<file path="src/rtl/alu_control_md_seq_if.sv">
// Decode/sequencer bundle between the control unit, the ALU control block and the ALU/MD datapath.
interface alu_control_md_seq_if #(
  parameter int ALU_OP_WIDTH = 5
);
  logic                    valid_i;
  logic                    flush_i;
  logic [6:0]              funct7_i;
  logic [2:0]              ALU_Op_i;
  logic [2:0]              funct3_i;
  logic                    div_by_zero_i;
  logic [ALU_OP_WIDTH-1:0] ALU_Operation_o;
  logic                    stall_o;
  logic                    md_start_o;
  logic [2:0]              md_op_o;
  logic                    md_done_o;

  modport master (
    output valid_i, flush_i, funct7_i, ALU_Op_i, funct3_i, div_by_zero_i,
    input  ALU_Operation_o, stall_o, md_start_o, md_op_o, md_done_o
  );

  modport slave (
    input  valid_i, flush_i, funct7_i, ALU_Op_i, funct3_i, div_by_zero_i,
    output ALU_Operation_o, stall_o, md_start_o, md_op_o, md_done_o
  );
endinterface

</file>
<file path="src/rtl/alu_control_md_seq.sv">
// ALU control with RV32I decode plus an IDLE/BUSY/DONE sequencer that stalls the
// pipeline for multi-cycle RV32M multiply/divide operations.
module alu_control_md_seq #(
  parameter int ALU_OP_WIDTH = 5,
  parameter int MUL_LATENCY  = 4,
  parameter int DIV_LATENCY  = 32
) (
  input logic                 clk,
  input logic                 reset,
  alu_control_md_seq_if.slave bus
);

  typedef enum logic [1:0] {IDLE, BUSY, DONE} state_t;

  localparam logic [5:0] MUL_CNT = 6'(MUL_LATENCY - 1);
  localparam logic [5:0] DIV_CNT = 6'(DIV_LATENCY - 1);

  localparam logic [6:0] F7_BASE = 7'b0000000;
  localparam logic [6:0] F7_ALT  = 7'b0100000;
  localparam logic [6:0] F7_MD   = 7'b0000001;

  state_t     state_q, state_d;
  logic [5:0] cnt_q, cnt_d;
  logic [2:0] md_op_q, md_op_d;

  logic       is_m_op;
  logic       start_ok;
  logic       start_c, stall_c, done_c;
  logic [4:0] alu_code;

  // Shared ADD/AND/OR/XOR codes for the R and I formats.
  function automatic logic [4:0] logic_code(input logic [2:0] f3);
    logic [4:0] code;
    code = 5'b00000;
    case (f3)
      3'b000:  code = 5'b00000;
      3'b111:  code = 5'b00010;
      3'b110:  code = 5'b00011;
      3'b100:  code = 5'b00100;
      default: code = 5'b00000;
    endcase
    return code;
  endfunction

  function automatic logic [4:0] decode_op(input logic [6:0] f7,
                                           input logic [2:0] op,
                                           input logic [2:0] f3);
    logic [4:0] code;
    code = 5'b00000;
    case (op)
      3'b000: begin
        if (f7 == F7_BASE) begin
          case (f3)
            3'b101:  code = 5'b00110;
            3'b001:  code = 5'b00111;
            default: code = logic_code(f3);
          endcase
        end else if (f7 == F7_ALT) begin
          case (f3)
            3'b000:  code = 5'b00001;
            3'b101:  code = 5'b01110;
            default: code = 5'b00000;
          endcase
        end else if (f7 == F7_MD) begin
          code = {2'b10, f3};
        end
      end
      3'b001: begin
        case (f3)
          3'b101: begin
            if (f7 == F7_BASE)     code = 5'b00110;
            else if (f7 == F7_ALT) code = 5'b01110;
          end
          3'b001: begin
            if (f7 == F7_BASE) code = 5'b00111;
          end
          default: code = logic_code(f3);
        endcase
      end
      3'b101: begin
        case (f3)
          3'b000:  code = 5'b01000;
          3'b001:  code = 5'b01010;
          3'b100:  code = 5'b01011;
          3'b101:  code = 5'b01100;
          default: code = 5'b00000;
        endcase
      end
      3'b100:  code = 5'b00101;
      3'b110:  code = 5'b01101;
      // LW/SW, JALR and everything unmatched resolve to ADD.
      default: code = 5'b00000;
    endcase
    return code;
  endfunction

  assign is_m_op  = (bus.ALU_Op_i == 3'b000) && (bus.funct7_i == F7_MD);
  assign start_ok = bus.valid_i && is_m_op && !bus.flush_i;

  always_comb begin
    state_d  = state_q;
    cnt_d    = cnt_q;
    md_op_d  = md_op_q;
    start_c  = 1'b0;
    stall_c  = 1'b0;
    done_c   = 1'b0;
    alu_code = decode_op(bus.funct7_i, bus.ALU_Op_i, bus.funct3_i);
    case (state_q)
      IDLE: begin
        if (start_ok) begin
          start_c = 1'b1;
          stall_c = 1'b1;
          md_op_d = bus.funct3_i;
          if (bus.funct3_i[2] && bus.div_by_zero_i) begin
            state_d = DONE;
          end else begin
            state_d = BUSY;
            cnt_d   = bus.funct3_i[2] ? DIV_CNT : MUL_CNT;
          end
        end
      end
      BUSY: begin
        alu_code = {2'b10, md_op_q};
        if (bus.flush_i) begin
          state_d = IDLE;
          cnt_d   = 6'd0;
        end else begin
          stall_c = 1'b1;
          cnt_d   = cnt_q - 6'd1;
          if (cnt_q == 6'd1) state_d = DONE;
        end
      end
      DONE: begin
        alu_code = {2'b10, md_op_q};
        done_c   = !bus.flush_i;
        state_d  = IDLE;
      end
      default: state_d = IDLE;
    endcase
  end

  always_ff @(posedge clk or posedge reset) begin
    if (reset) begin
      state_q <= IDLE;
      cnt_q   <= 6'd0;
      md_op_q <= 3'b000;
    end else begin
      state_q <= state_d;
      cnt_q   <= cnt_d;
      md_op_q <= md_op_d;
    end
  end

  // Handshake outputs are held low for as long as reset is asserted.
  assign bus.stall_o         = stall_c && !reset;
  assign bus.md_start_o      = start_c && !reset;
  assign bus.md_done_o       = done_c && !reset;
  assign bus.md_op_o         = bus.md_start_o ? bus.funct3_i : md_op_q;
  assign bus.ALU_Operation_o = ALU_OP_WIDTH'(alu_code);

endmodule

</file>
<file path="src/flat_wrapper.sv">
// flat-port wrapper written by rule: the top's interface ports become plain ports
module alu_control_md_seq_flat 
#(
  parameter int ALU_OP_WIDTH = 5,
  parameter int MUL_LATENCY  = 4,
  parameter int DIV_LATENCY  = 32
)
  (clk, reset, bus_valid_i, bus_flush_i, bus_funct7_i, bus_ALU_Op_i, bus_funct3_i, bus_div_by_zero_i, bus_ALU_Operation_o, bus_stall_o, bus_md_start_o, bus_md_op_o, bus_md_done_o);
  alu_control_md_seq_if #(.ALU_OP_WIDTH(ALU_OP_WIDTH)) bus_i ();
  input logic clk;
  input logic reset;
  input wire logic [$bits(bus_i.valid_i)-1:0] bus_valid_i;
  input wire logic [$bits(bus_i.flush_i)-1:0] bus_flush_i;
  input wire logic [$bits(bus_i.funct7_i)-1:0] bus_funct7_i;
  input wire logic [$bits(bus_i.ALU_Op_i)-1:0] bus_ALU_Op_i;
  input wire logic [$bits(bus_i.funct3_i)-1:0] bus_funct3_i;
  input wire logic [$bits(bus_i.div_by_zero_i)-1:0] bus_div_by_zero_i;
  output wire logic [$bits(bus_i.ALU_Operation_o)-1:0] bus_ALU_Operation_o;
  output wire logic [$bits(bus_i.stall_o)-1:0] bus_stall_o;
  output wire logic [$bits(bus_i.md_start_o)-1:0] bus_md_start_o;
  output wire logic [$bits(bus_i.md_op_o)-1:0] bus_md_op_o;
  output wire logic [$bits(bus_i.md_done_o)-1:0] bus_md_done_o;
  assign bus_i.valid_i = bus_valid_i;
  assign bus_i.flush_i = bus_flush_i;
  assign bus_i.funct7_i = bus_funct7_i;
  assign bus_i.ALU_Op_i = bus_ALU_Op_i;
  assign bus_i.funct3_i = bus_funct3_i;
  assign bus_i.div_by_zero_i = bus_div_by_zero_i;
  assign bus_ALU_Operation_o = bus_i.ALU_Operation_o;
  assign bus_stall_o = bus_i.stall_o;
  assign bus_md_start_o = bus_i.md_start_o;
  assign bus_md_op_o = bus_i.md_op_o;
  assign bus_md_done_o = bus_i.md_done_o;
  alu_control_md_seq #(.ALU_OP_WIDTH(ALU_OP_WIDTH), .MUL_LATENCY(MUL_LATENCY), .DIV_LATENCY(DIV_LATENCY)) u_core (.clk(clk), .reset(reset), .bus(bus_i));
endmodule
</file>
<file path="config.mk">
export PLATFORM = sky130hd
export DESIGN_NAME = alu_control_md_seq_flat
export DESIGN_NICKNAME = d
export VERILOG_FILES = /design/src/rtl/alu_control_md_seq_if.sv /design/src/rtl/alu_control_md_seq.sv /design/src/flat_wrapper.sv
export SDC_FILE = /design/constraint.sdc
export NUM_CORES = 1
export LEC_CHECK = 0
export CAP_MARGIN = 30
export CORE_ASPECT_RATIO = 0.9
export CORE_MARGIN = 1.5
export CORE_UTILIZATION = 49
export DETAILED_ROUTE_END_ITERATION = 10
export PLACE_DENSITY_LB_ADDON = 0.12
export SLEW_MARGIN = 20
export SYNTH_ARGS = -nofsm -noshare
export SYNTH_HDL_FRONTEND = slang
export SYNTH_SLANG_ARGS = --single-unit
</file>
<file path="constraint.sdc">
create_clock -name clk -period 1.9 [get_ports clk]
set_input_delay 0.285 -clock clk [delete_from_list [all_inputs] [get_ports clk]]
set_output_delay 0.285 -clock clk [all_outputs]
set_load 0.05 [all_outputs]
</file>
==> results of run 1 <==
-- cells by family after synthesis --
group | share of synthesized area, %
AO/OA/AOI/OAI | 28.2
AND/OR/NAND/NOR | 32.4
multiplexers | 4.79
flip-flops | 23.4
buffers and inverters | 5.86
adder cells (fa/ha/maj) | 5.32
-- what timing repair did --
item	CTS
endpoints found under the setup margin	10
pin swaps	29
gates resized for setup	85
buffers inserted	14
-- stage by stage --
step	setup slack [ns]	area, µm²	hold slack [ns]
after CTS	-0.0767	2130	0.394
after detailed placement	-0.478	1890	0.514
after global placement	-0.453	1890	0.508
after floorplan	-0.0370	1210	0.143
==> impl_metrics.csv, run 1 <==
group,metric,value,unit
run_status,status,"did not finish",
run_status,stop_stage,"global routing",
run_status,tool.error,"[ERROR DPL-0038] Utilization greater than 100%, impossible to legalize",
synth,yosysWarningCount,0,
floorplan,dieHeight,49.5,µm
grt,grt_start_max_net_pins,12,
cts,clk_path_buf_depth,2,
floorplan,ios,29,
synth,synth_edf_count,0,
floorplan,die-width,54.6,µm
synth,yosys_most_used_dff,"dfrtp_1",
synth,async_reset_ff_share,100,%
synth,yosysMostFrequentCell,"nand2_1",
placed_design,portBuffers,28,
cts,hold_buffers,0,
placed_design,routabilityCongestion,1.00,
cts,htreeDepth,1,
placed_design,dpl.cell_count,239,
synth,ys_seq_area_share,23.4,%
synth,yosys-top-cells-count,"16 x nand2_1, 13 x a21oi_1, 12 x inv_1, 11 x dfrtp_1, 7 x nor3_1",
cts,numCtsBuffers,3,
cts,numClockSinks,11,
synth,syn_inst,149,
placed_design,hpwl,3020,µm
synth,netlist_top_cells_area,"dfrtp_1 23%, a21oi_1 5.5%, ha_1 5.3%, nand2_1 5.1%, mux2_2 4.8%",
timing,crit_endpoint,"bus_ALU_Operation_o[2]",
floorplan,rows,16,
synth,synth.avg_cell_area,7.89,µm²
synth,syn_nets,172,
synth,synth_top_area_cell,"dfrtp_1",
timing,worst-ep-kind,"top-level output",
synth,synth_top_area_share,23.4,%
floorplan,initial_core_util,52.9,%
synth,synth_area,1170,µm²
synth,synth_cell_type_count,50,
synth,synth.ff_latch_count,11,
cts,root_buffer,"clkbuf_4",
==> run 2: changes to the inputs <==
--- a/config.mk
+++ b/config.mk
@@ -6,11 +6,10 @@
 export NUM_CORES = 1
 export LEC_CHECK = 0
 export CAP_MARGIN = 30
-export CORE_ASPECT_RATIO = 0.9
-export CORE_MARGIN = 1.5
-export CORE_UTILIZATION = 49
+export CORE_AREA = 2 2 63 65
 export DETAILED_ROUTE_END_ITERATION = 10
-export PLACE_DENSITY_LB_ADDON = 0.12
+export DIE_AREA = 0 0 65 67
+export PLACE_DENSITY_LB_ADDON = 0.15
 export SLEW_MARGIN = 20
 export SYNTH_ARGS = -nofsm -noshare
 export SYNTH_HDL_FRONTEND = slang
==> run 2 against run 1 <==
The flow now finishes, with violations (setup timing). Synthesized area did not move. Synthesized cell count unchanged.
==> impl_metrics.csv, run 2 <==
group,metric,value,unit
run_status,status,"finished, violations left",
run_status,violations,"setup timing",
timing,min_period,1.96,ns
timing,setup_ws,-0.0574,ns
timing,final_max_slew_viol_count,0,
grt,grt_start_max_net_pins,12,
worst_setup_path,critPathKind,"register to output port",
synth,yosysMostFrequentCell,"nand2_1",
finish,fin_util,57.7,%
pwr,power.leakage,0.841,nW
finish,area_growth,77.0,%
finish,final_nets,237,
worst_setup_path,cp.buffers_inverters,2,
finish,largest_register,"u_core.cnt_q",
route,vias,1393,
finish,reg_top3,"u_core.cnt_q (6), u_core.md_op_q (3), u_core.state_q (2)",
route,via_per_inst,5.34,
cts,root_buffer,"clkbuf_8",
cts,numClockSinks,11,
timing,relSlewSlack,69.3,%
grt,antenna_found_initial,0,
worst_setup_path,cp-start-kind,"register",
pwr,powerDensity,643,nW/µm²
floorplan,rows,22,
job,drv_cap,0,
timing,fmax,0.511,GHz
route,dr.pass1.iters,4,
grt,grt_pass1_vias,1438,
cts,hold_buffers,0,
synth,syn_nets,172,
floorplan,die_area,4360,µm²
grt,grt_pass1_wl,6560,µm
pwr,irDropWorstVdd,270,µV
worst_setup_path,crit_chain,"inv_2, ha_4, a221o_1, o21ba_4, buf_12",
worst_setup_path,setup.worst_path.end_class,"output port",
floorplan,ios,29,
timing,setup_tns,-0.0769,ns
floorplan,dieHeight,67,µm
placed_design,hpwl,2940,µm
synth,syn_inst,149,
synth,synth.avg_cell_area,7.89,µm²
worst_setup_path,path_max_fanout,5,
timing,tightest_slew,0.457,ns
route,wl_per_cell,15.2,µm
floorplan,fp.coreArea,3610,µm²
route,drtAntennaViolNets,0,
cts,cts_tree,"done",
finish,layout_common_cells,"35 x buf_4, 13 x nand2_1, 11 x dfrtp_1",
synth,synth_area,1170,µm²
worst_setup_path,crit_required,1.62,ns
synth,ys_seq_area_share,23.4,%
placed_design,portBuffers,28,
min_path,hp-class,"input pin to async pin",
finish,diodes,0,
finish,instances_no_fill,261,
finish,mostFrequentLayoutCell,"buf_4",
floorplan,initial_core_util,32.6,%
timing,final_hold_viol_count,0,
worst_setup_path,critPathTopFamily,"compound AO/OA/AOI/OAI gates",
synth,netlist_top_cells_area,"dfrtp_1 23%, a21oi_1 5.5%, ha_1 5.3%, nand2_1 5.1%, mux2_2 4.8%",
cts,numCtsBuffers,3,
timing,final-setup-viol-count,4,
worst_setup_path,r2r_setup_slack,0.22,ns
route,drtIter0Drc,54,
cts,clk_path_buf_depth,2,
pwr,finalPower,1.34,mW
synth,synth.ff_latch_count,11,
synth,yosysWarningCount,0,
timing,period_share,103,%
finish,fillCellCount,317,
floorplan,die-width,65,µm
finish,multiInputGateArea,1010,µm²
worst_setup_path,critPathSlowestCell,"dfrtp_1",
synth,synth_edf_count,0,
cts,path_clk_slew,0.05,ns
placed_design,dpl.cell_count,252,
route,drc,0,
worst_setup_path,critical_path.max_stage_delay,0.40,ns
finish,register_area,275,µm²
synth,yosys_most_used_dff,"dfrtp_1",
grt,grt_overflow,0,
grt,track_usage,19.9,%
cts,htreeDepth,1,
synth,synth_top_area_cell,"dfrtp_1",
synth,yosys-top-cells-count,"16 x nand2_1, 13 x a21oi_1, 12 x inv_1, 11 x dfrtp_1, 7 x nor3_1",
synth,async_reset_ff_share,100,%
cts,clkLatencyLatePin,0.25,ns
synth,synth_cell_type_count,50,
placed_design,routabilityCongestion,0.848,
finish,drive_gt1_share,49.8,%
timing,rsz0062_at_grt,"true",
synth,synth_top_area_share,23.4,%
route,finalWirelength,3960,µm
worst_setup_path,crit_arrival,1.67,ns
finish,largest_reg_flops,6,
placed_design,pre_cts_ws,-0.567,ns
timing,finalClockSkew,0.00148,ns
-- run 2: cell counts after synthesis --
Identical to the previous run, type by type.
-- run 2: logic make-up (layout without fill, tap and decap cells) --
kind of cell	count (synthesis)	count (layout)	share of synthesized area, %
and+or+nand+nor	61	61	32.4
AOI/OAI and AO/OA	49	49	28.2
buffers and inverters	18	82	5.86
DFF	11	11	23.4
adders and majority gates	5	5	5.32
muxes	5	5	4.79
-- run 2: worst min-delay path, delay by kind of cell --
| family | cells | cell delay, ns |
|---|---|---|
| buffers and inverters | 3 | 0.73 |
-- run 2: where the power goes --
group	leakage [nW]	switching, mW	internal (mW)
sequential	0.143	0.0286	0.263
combinational	0.676	0.406	0.391
clock	0.0228	0.100	0.148
-- run 2: cell type report --
| type | instances | share of cell area [%] |
|---|---|---|
| sequential | 11 | 13.2 |
| clock buffer | 4 | 2.17 |
| tap | 48 | 2.89 |
| multi-input combinational | 120 | 48.7 |
| inverter | 12 | 2.17 |
| timing repair buffer | 66 | 30.9 |
-- run 2: through the flow --
step	cell area [µm²]	hold slack [ns]
floorplan	1210	0.143
global placement	1840	0.520
detailed placement	1840	0.517
CTS	2010	0.420
global route	2080	0.461
finish	2080	0.414
-- run 2: timing repair --
action,4_1_cts,5_1_grt
buffers inserted,4,1
resized for setup,84,13
setup endpoints to repair,10,8
pin swaps,17,5
-- run 2: routing by layer --
layer	part of all wire [%]	vias up	routed length (µm)	global-route usage (%)
met1	43	652	1720	23.0
li1	-	695	-	-
met3	3.3	5	129	2.70
met2	52	41	2060	36.6
met5	0	-	0	0
met4	1.4	0	54	7.98
-- run 2: worst paths after layout --
| kind | startpoint | endpoint | cells past startpoint |
|---|---|---|---|
| setup / recovery | u_core.state_q[1]$_DFFE_PP0P_ | bus_ALU_Operation_o[2] | 5 |
| hold / removal | reset | u_core.state_q[0]$_DFFE_PP0P_ | 3 |
| setup reg to reg | u_core.state_q[1]$_DFFE_PP0P_ | u_core.state_q[1]$_DFFE_PP0P_ | 6 |
| hold reg to reg | u_core.cnt_q[1]$_DFFE_PP0P_ | u_core.cnt_q[1]$_DFFE_PP0P_ | 1 |
| max in group asynchronous | reset | u_core.cnt_q[4]$_DFFE_PP0P_ | 3 |
| min in group clk | u_core.cnt_q[1]$_DFFE_PP0P_ | u_core.cnt_q[1]$_DFFE_PP0P_ | 1 |
(Power assumes the default switching activity.)
==> run 3: changes to the inputs <==
--- a/config.mk
+++ b/config.mk
@@ -5,12 +5,13 @@
 export SDC_FILE = /design/constraint.sdc
 export NUM_CORES = 1
 export LEC_CHECK = 0
-export CAP_MARGIN = 30
 export CORE_AREA = 2 2 63 65
 export DETAILED_ROUTE_END_ITERATION = 10
 export DIE_AREA = 0 0 65 67
+export MAX_ROUTING_LAYER = met4
 export PLACE_DENSITY_LB_ADDON = 0.15
 export SLEW_MARGIN = 20
 export SYNTH_ARGS = -nofsm -noshare
 export SYNTH_HDL_FRONTEND = slang
 export SYNTH_SLANG_ARGS = --single-unit
+export TNS_END_PERCENT = 100
==> run 3 against run 2 <==
The run still ends with setup timing left. Hold slack got worse by 0.00082 ns. Via count increased by 1.6%. Combinational power about the same. Cell area increased by 1.1%. Non-clock buffer count increased by 3. Wire length increased by 0.20%. Register-to-register slack about the same. Critical path type unchanged. Largest power group unchanged.
==> impl_metrics.csv, run 3 (synthesized netlist as in run 2, its figures left out) <==
group,metric,value,unit
timing,fmax,0.513,GHz
floorplan,die_area,4360,µm²
timing,final-setup-viol-count,4,
grt,grt_pass1_vias,1443,
worst_setup_path,reg2reg_to,"u_core.state_q[1]$_DFFE_PP0P_",
cts,clk_path_buf_depth,2,
route,drc,0,
timing,period_share,103,%
timing,tightest_slew,0.455,ns
grt,track_usage,20.3,%
floorplan,rows,22,
timing,setup_tns,-0.0795,ns
worst_setup_path,cp-start-kind,"register",
worst_setup_path,setup.worst_path.end_class,"output port",
cts,htreeDepth,1,
finish,reg_top3,"u_core.cnt_q (6), u_core.md_op_q (3), u_core.state_q (2)",
min_path,hp-class,"input pin to async pin",
finish,final_area,2100,µm²
finish,fillCellCount,315,
pwr,irDropWorstVdd,272,µV
cts,hold_buffers,0,
floorplan,fp.coreArea,3610,µm²
floorplan,die-width,65,µm
finish,register_area,275,µm²
cts,cts_tree,"done",
floorplan,initial_core_util,32.6,%
finish,largest_register,"u_core.cnt_q",
grt,antenna_found_initial,0,
worst_setup_path,crit_required,1.62,ns
pwr,p_sw,0.534,mW
finish,drive_gt1_share,50.5,%
timing,final_hold_viol_count,0,
finish,area_growth,78.9,%
timing,setup_ws,-0.0501,ns
timing,finalClockSkew,0.00162,ns
cts,numCtsBuffers,3,
floorplan,dieHeight,67,µm
worst_setup_path,critPathKind,"register to output port",
pwr,p_seq_share,21.8,%
worst_setup_path,critical_path.max_stage_delay,0.39,ns
finish,largest_reg_flops,6,
run_status,status,"finished, violations left",
timing,whs,0.413,ns
route,dr.pass1.iters,4,
run_status,violations,"setup timing",
worst_setup_path,timing.rr.start,"u_core.state_q[1]$_DFFE_PP0P_",
pwr,powerDensity,637,nW/µm²
cts,clkLatencyLatePin,0.25,ns
timing,final_max_slew_viol_count,0,
pwr,power_frac_comb,59.8,%
finish,layout_common_cells,"38 x buf_4, 13 x nand2_1, 11 x dfrtp_1",
grt,grt_overflow,0,
cts,root_buffer,"clkbuf_8",
worst_setup_path,r2r_setup_slack,0.23,ns
worst_setup_path,crit_arrival,1.67,ns
route,drtAntennaViolNets,0,
route,via_per_inst,5.36,
grt,grt_start_max_net_pins,12,
pwr,p_int,0.805,mW
worst_setup_path,critPathSlowestCell,"dfrtp_1",
worst_setup_path,crit_chain,"inv_2, ha_4, a21oi_2, buf_6, o2111ai_1, nand2_2, buf_12",
worst_setup_path,r2r.worst_path.cells,6,
placed_design,routabilityCongestion,0.861,
route,wl_per_cell,15.0,µm
route,finalWirelength,3970,µm
finish,diodes,0,
placed_design,hpwl,2940,µm
timing,min_period,1.95,ns
route,vias,1415,
route,drtIter0Drc,64,
pwr,power.leakage,0.857,nW
worst_setup_path,path_max_fanout,5,
finish,final_nets,240,
job,drv_cap,0,
cts,path_clk_slew,0.05,ns
pwr,swShare,39.9,%
grt,grt_pass1_wl,6530,µm
pwr,p_clk_share,18.4,%
finish,multiInputGateArea,1010,µm²
timing,rsz0062_at_grt,"true",
cts,numClockSinks,11,
floorplan,ios,29,
finish,mostFrequentLayoutCell,"buf_4",
placed_design,portBuffers,28,
placed_design,dpl_cell_area,1840,µm²
timing,relSlewSlack,69.4,%
==> run 3: changes by cell type in the layout (fill, tap and decap cells not counted), sizes merged <==
cell / previous run / this run
buf: 59 / 62
==> run 3: worst max-delay path by stage <==
stage | end | startpoint | depth (start not counted)
floorplan | bus_ALU_Operation_o[0] | bus_funct3_i[1] | 6
global placement | bus_ALU_Operation_o[2] | bus_funct7_i[0] | 7
detailed placement | bus_ALU_Operation_o[2] | bus_funct7_i[0] | 7
CTS | bus_ALU_Operation_o[2] | bus_funct7_i[2] | 7
global route | bus_ALU_Operation_o[1] | u_core.state_q[1]$_DFFE_PP0P_ | 7
finish | bus_ALU_Operation_o[1] | u_core.state_q[1]$_DFFE_PP0P_ | 7
==> run 3: power by group through the flow <==
stage	clock, mW	combinational [mW]	sequential, mW
floorplan	0	0.351	0.288
global placement	0	0.668	0.294
detailed placement	0	0.684	0.294
CTS	0.253	0.746	0.290
global route	0.261	0.858	0.297
finish	0.247	0.800	0.292
==> run 3: cell type report <==
| cell class | count | share of cell area, % |
|---|---|---|
| multi-input combinational | 120 | 48.2 |
| clock buffer | 4 | 2.14 |
| timing repair buffer | 69 | 31.6 |
| sequential | 11 | 13.1 |
| inverter | 12 | 2.14 |
| tap | 48 | 2.86 |
==> run 3: metal layers <==
layer | routed length (µm) | track usage, % | up-vias
li1 | - | - | 702
met1 | 1740 | 23.1 | 676
met2 | 2050 | 36.6 | 30
met3 | 90 | 2.03 | 7
met5 | 0 | - | -
met4 | 89 | 7.98 | 0
==> run 3: what timing repair did <==
item                                    CTS  global route
gates resized for setup                  84            12
setup buffers                             4             4
pin swaps                                17             8
endpoints found under the setup margin   10             8
==> run 3: per-stage QoR <==
stage	power (mW)	std cells	utilization [%]	setup WS, ns
6_report	1.34	264	58.3	-0.0501
5_1_grt	1.42	264	58.3	-0.0696
4_1_cts	1.29	260	55.8	-0.0275
3_5_place_dp	0.978	252	51.1	-0.567
3_3_place_gp	0.963	252	51.1	-0.538
2_1_floorplan	0.639	149	-	-0.0370
==> run 3: critical path, delay by kind of cell, from the launching register on <==
family                   cells  cell delay [ns]
AO/OA/AOI/OAI                2             0.30
adder cells (fa/ha/maj)      1             0.22
buffers and inverters        3             0.37
flip-flops                   1             0.39
AND/OR/NAND/NOR              1             0.13
==> run 4: changes to the inputs <==
--- a/config.mk
+++ b/config.mk
@@ -5,9 +5,9 @@
 export SDC_FILE = /design/constraint.sdc
 export NUM_CORES = 1
 export LEC_CHECK = 0
-export CORE_AREA = 2 2 63 65
+export CORE_AREA = 4 4 65 67
 export DETAILED_ROUTE_END_ITERATION = 10
-export DIE_AREA = 0 0 65 67
+export DIE_AREA = 0 0 69 71
 export MAX_ROUTING_LAYER = met4
 export PLACE_DENSITY_LB_ADDON = 0.15
 export SLEW_MARGIN = 20
==> constraint.sdc (replaced) <==
create_clock -name clk -period 1.9 [get_ports clk]
set_input_delay 0.475 -clock clk [delete_from_list [all_inputs] [get_ports clk]]
set_output_delay 0.475 -clock clk [all_outputs]
set_load 0.05 [all_outputs]
==> run 4 against run 3 <==
The run still ends with setup timing left. Clock skew is 0.0032 ns higher. Setup slack worse by 0.35 ns. Sequential power hardly changed. Global-route usage is 1.6 points lower. Maximum frequency is 15% lower. Critical path type is now input pin to output port. Critical endpoint is now bus_ALU_Operation_o[3]. Largest power group unchanged. Highest routed layer unchanged.
==> impl_metrics.csv, run 4 (synthesized netlist as in run 2, its figures left out) <==
group,metric,value,unit
finish,diodes,0,
pwr,power.leakage,0.948,nW
floorplan,die_area,4900,µm²
finish,drive_gt1_share,55.1,%
timing,finalClockSkew,0.00486,ns
placed_design,pre_cts_ws,-0.833,ns
floorplan,fp.coreArea,3630,µm²
route,vias,1445,
min_path,hp-class,"input pin to async pin",
placed_design,dpl.cell_count,261,
pwr,irDropWorstVdd,407,µV
job,drv_cap,0,
worst_setup_path,crit_arrival,1.83,ns
worst_setup_path,r2r_setup_slack,0.21,ns
cts,path_clk_slew,0.05,ns
worst_setup_path,critPathTopFamily,"simple AND/OR/NAND/NOR gates",
run_status,violations,"setup timing",
placed_design,hpwl,3180,µm
placed_design,portBuffers,28,
worst_setup_path,timing.rr.start,"u_core.state_q[0]$_DFFE_PP0P_",
run_status,status,"finished, violations left",
worst_setup_path,crit_required,1.42,ns
worst_setup_path,crit_chain,"buf_8, nor4_4, nand2_2, or3_4, o21ai_2, o21a_2, buf_12",
route,drc,0,
route,drtIter0Drc,42,
timing,rsz0062_at_grt,"true",
cts,numClockSinks,11,
timing,min_period,2.30,ns
placed_design,dpl_cell_area,1960,µm²
worst_setup_path,cp-start-kind,"input pin",
timing,tightest_slew,0.440,ns
cts,root_buffer,"clkbuf_8",
timing,setup_tns,-3.33,ns
timing,relSlewSlack,70.5,%
finish,layout_common_cells,"44 x buf_4, 14 x nand2_1, 12 x buf_6",
floorplan,initial_core_util,32.3,%
worst_setup_path,cp.buffers_inverters,2,
worst_setup_path,critPathSlowestCell,"or3_4",
cts,numCtsBuffers,3,
finish,largest_reg_flops,6,
timing,final-setup-viol-count,12,
worst_setup_path,r2r.worst_path.cells,8,
cts,clkLatencyLatePin,0.24,ns
finish,area_growth,91.2,%
grt,grt_overflow,0,
worst_setup_path,reg2reg_to,"u_core.md_op_q[0]$_DFFE_PP0N_",
floorplan,dieHeight,71,µm
grt,grt_pass1_vias,1528,
timing,setup_ws,-0.402,ns
worst_setup_path,path_max_fanout,3,
cts,clk_path_buf_depth,2,
placed_design,routabilityCongestion,0.942,
finish,final_nets,249,
grt,grt_pass1_wl,7420,µm
grt,gr-usage-met3,3.69,%
pwr,powerDensity,593,nW/µm²
cts,htreeDepth,1,
worst_setup_path,critPathKind,"input pin to output port",
timing,final_hold_viol_count,0,
route,finalWirelength,4120,µm
floorplan,rows,22,
route,dr.pass1.iters,4,
cts,cts_tree,"done",
finish,instances_no_fill,273,
finish,final_area,2250,µm²
route,drtAntennaViolNets,0,
finish,mostFrequentLayoutCell,"buf_4",
grt,antenna_found_initial,0,
worst_setup_path,critical_path.max_stage_delay,0.38,ns
grt,grt_use_met1,24.1,%
route,via_per_inst,5.29,
timing,final_max_slew_viol_count,0,
timing,fmax,0.434,GHz
worst_setup_path,setup.worst_path.end_class,"output port",
finish,largest_register,"u_core.cnt_q",
floorplan,die-width,69,µm
grt,busiest_layer,"met2",
grt,track_usage,18.7,%
route,wl_per_cell,15.1,µm
grt,grt_start_max_net_pins,12,
floorplan,ios,29,
grt,grtUsageMet2,30.7,%
cts,hold_buffers,0,
finish,reg_top3,"u_core.cnt_q (6), u_core.md_op_q (3), u_core.state_q (2)",
timing,period_share,121,%
## run 4: cell types whose count changed in the layout (fill, tap and decap cells not counted), moves of 2 or more
| cell | previous run | this run |
|---|---|---|
| buf_4 | 38 | 44 |
| buf_6 | 6 | 12 |
| clkdlybuf4s15_1 | 2 | 0 |
| nor3_2 | 3 | 1 |
| nor3_4 | 2 | 4 |
| nor4bb_4 | 0 | 2 |
| o21ai_2 | 0 | 2 |
## run 4: area by class of cell
class                           count  area, µm²
Clock buffer                        4       45.0
Fill cell                         337       1390
Inverter                           12       45.0
Multi-Input combinational cell    120       1060
Sequential cell                    11        275
Tap cell                           48       60.1
Timing Repair Buffer               78        758
## run 4: layer usage
layer / wire length [µm] / vias to the layer above
met5: 0 / -
met4: 25 / 0
met3: 122 / 5
met2: 2020 / 20
met1: 1950 / 700
li1: - / 720
## run 4: worst register-to-register path: cells and delay by family, from the launching register on
kind / cells / cell delay [ns]
muxes: 1 / 0.26
adders and majority gates: 1 / 0.14
buffers and inverters: 5 / 0.60
and+or+nand+nor: 1 / 0.18
DFF: 1 / 0.39
## run 4: timing repair
action | CTS | global route
setup endpoints to repair | 22 | 12
setup buffers | 10 | 2
resized for setup | 110 | 15
pin swaps | 26 | 13
## run 4: how the worst max path moves through the flow
| stage | from | endpoint | slack, ns | depth (start not counted) |
|---|---|---|---|---|
| finish | bus_funct7_i[2] | bus_ALU_Operation_o[3] | -0.40 | 7 |
| CTS | bus_funct7_i[0] | bus_ALU_Operation_o[2] | -0.46 | 7 |
| floorplan | bus_funct7_i[6] | bus_md_op_o[0] | -0.31 | 5 |
| global route | bus_funct7_i[2] | bus_ALU_Operation_o[3] | -0.45 | 7 |
| detailed placement | bus_ALU_Op_i[0] | bus_md_op_o[2] | -0.83 | 6 |
| global placement | bus_ALU_Op_i[2] | bus_ALU_Operation_o[0] | -0.83 | 7 |
## run 4: power breakdown
| group | internal (mW) | total (mW) | switching [mW] |
|---|---|---|---|
| Sequential | 0.263 | 0.290 | 0.0265 |
| Clock | 0.148 | 0.244 | 0.0957 |
| Combinational | 0.400 | 0.799 | 0.399 |
| Total | 0.812 | 1.33 | 0.521 |
## run 4: stage by stage
step	util [%]	hold WS (ns)	power (mW)
after floorplan	-	0.336	0.654
after global placement	54.0	0.516	1.00
after detailed placement	54.0	0.515	1.01
after CTS	59.9	0.430	1.31
after global routing	61.8	0.446	1.43
final	61.8	0.428	1.33
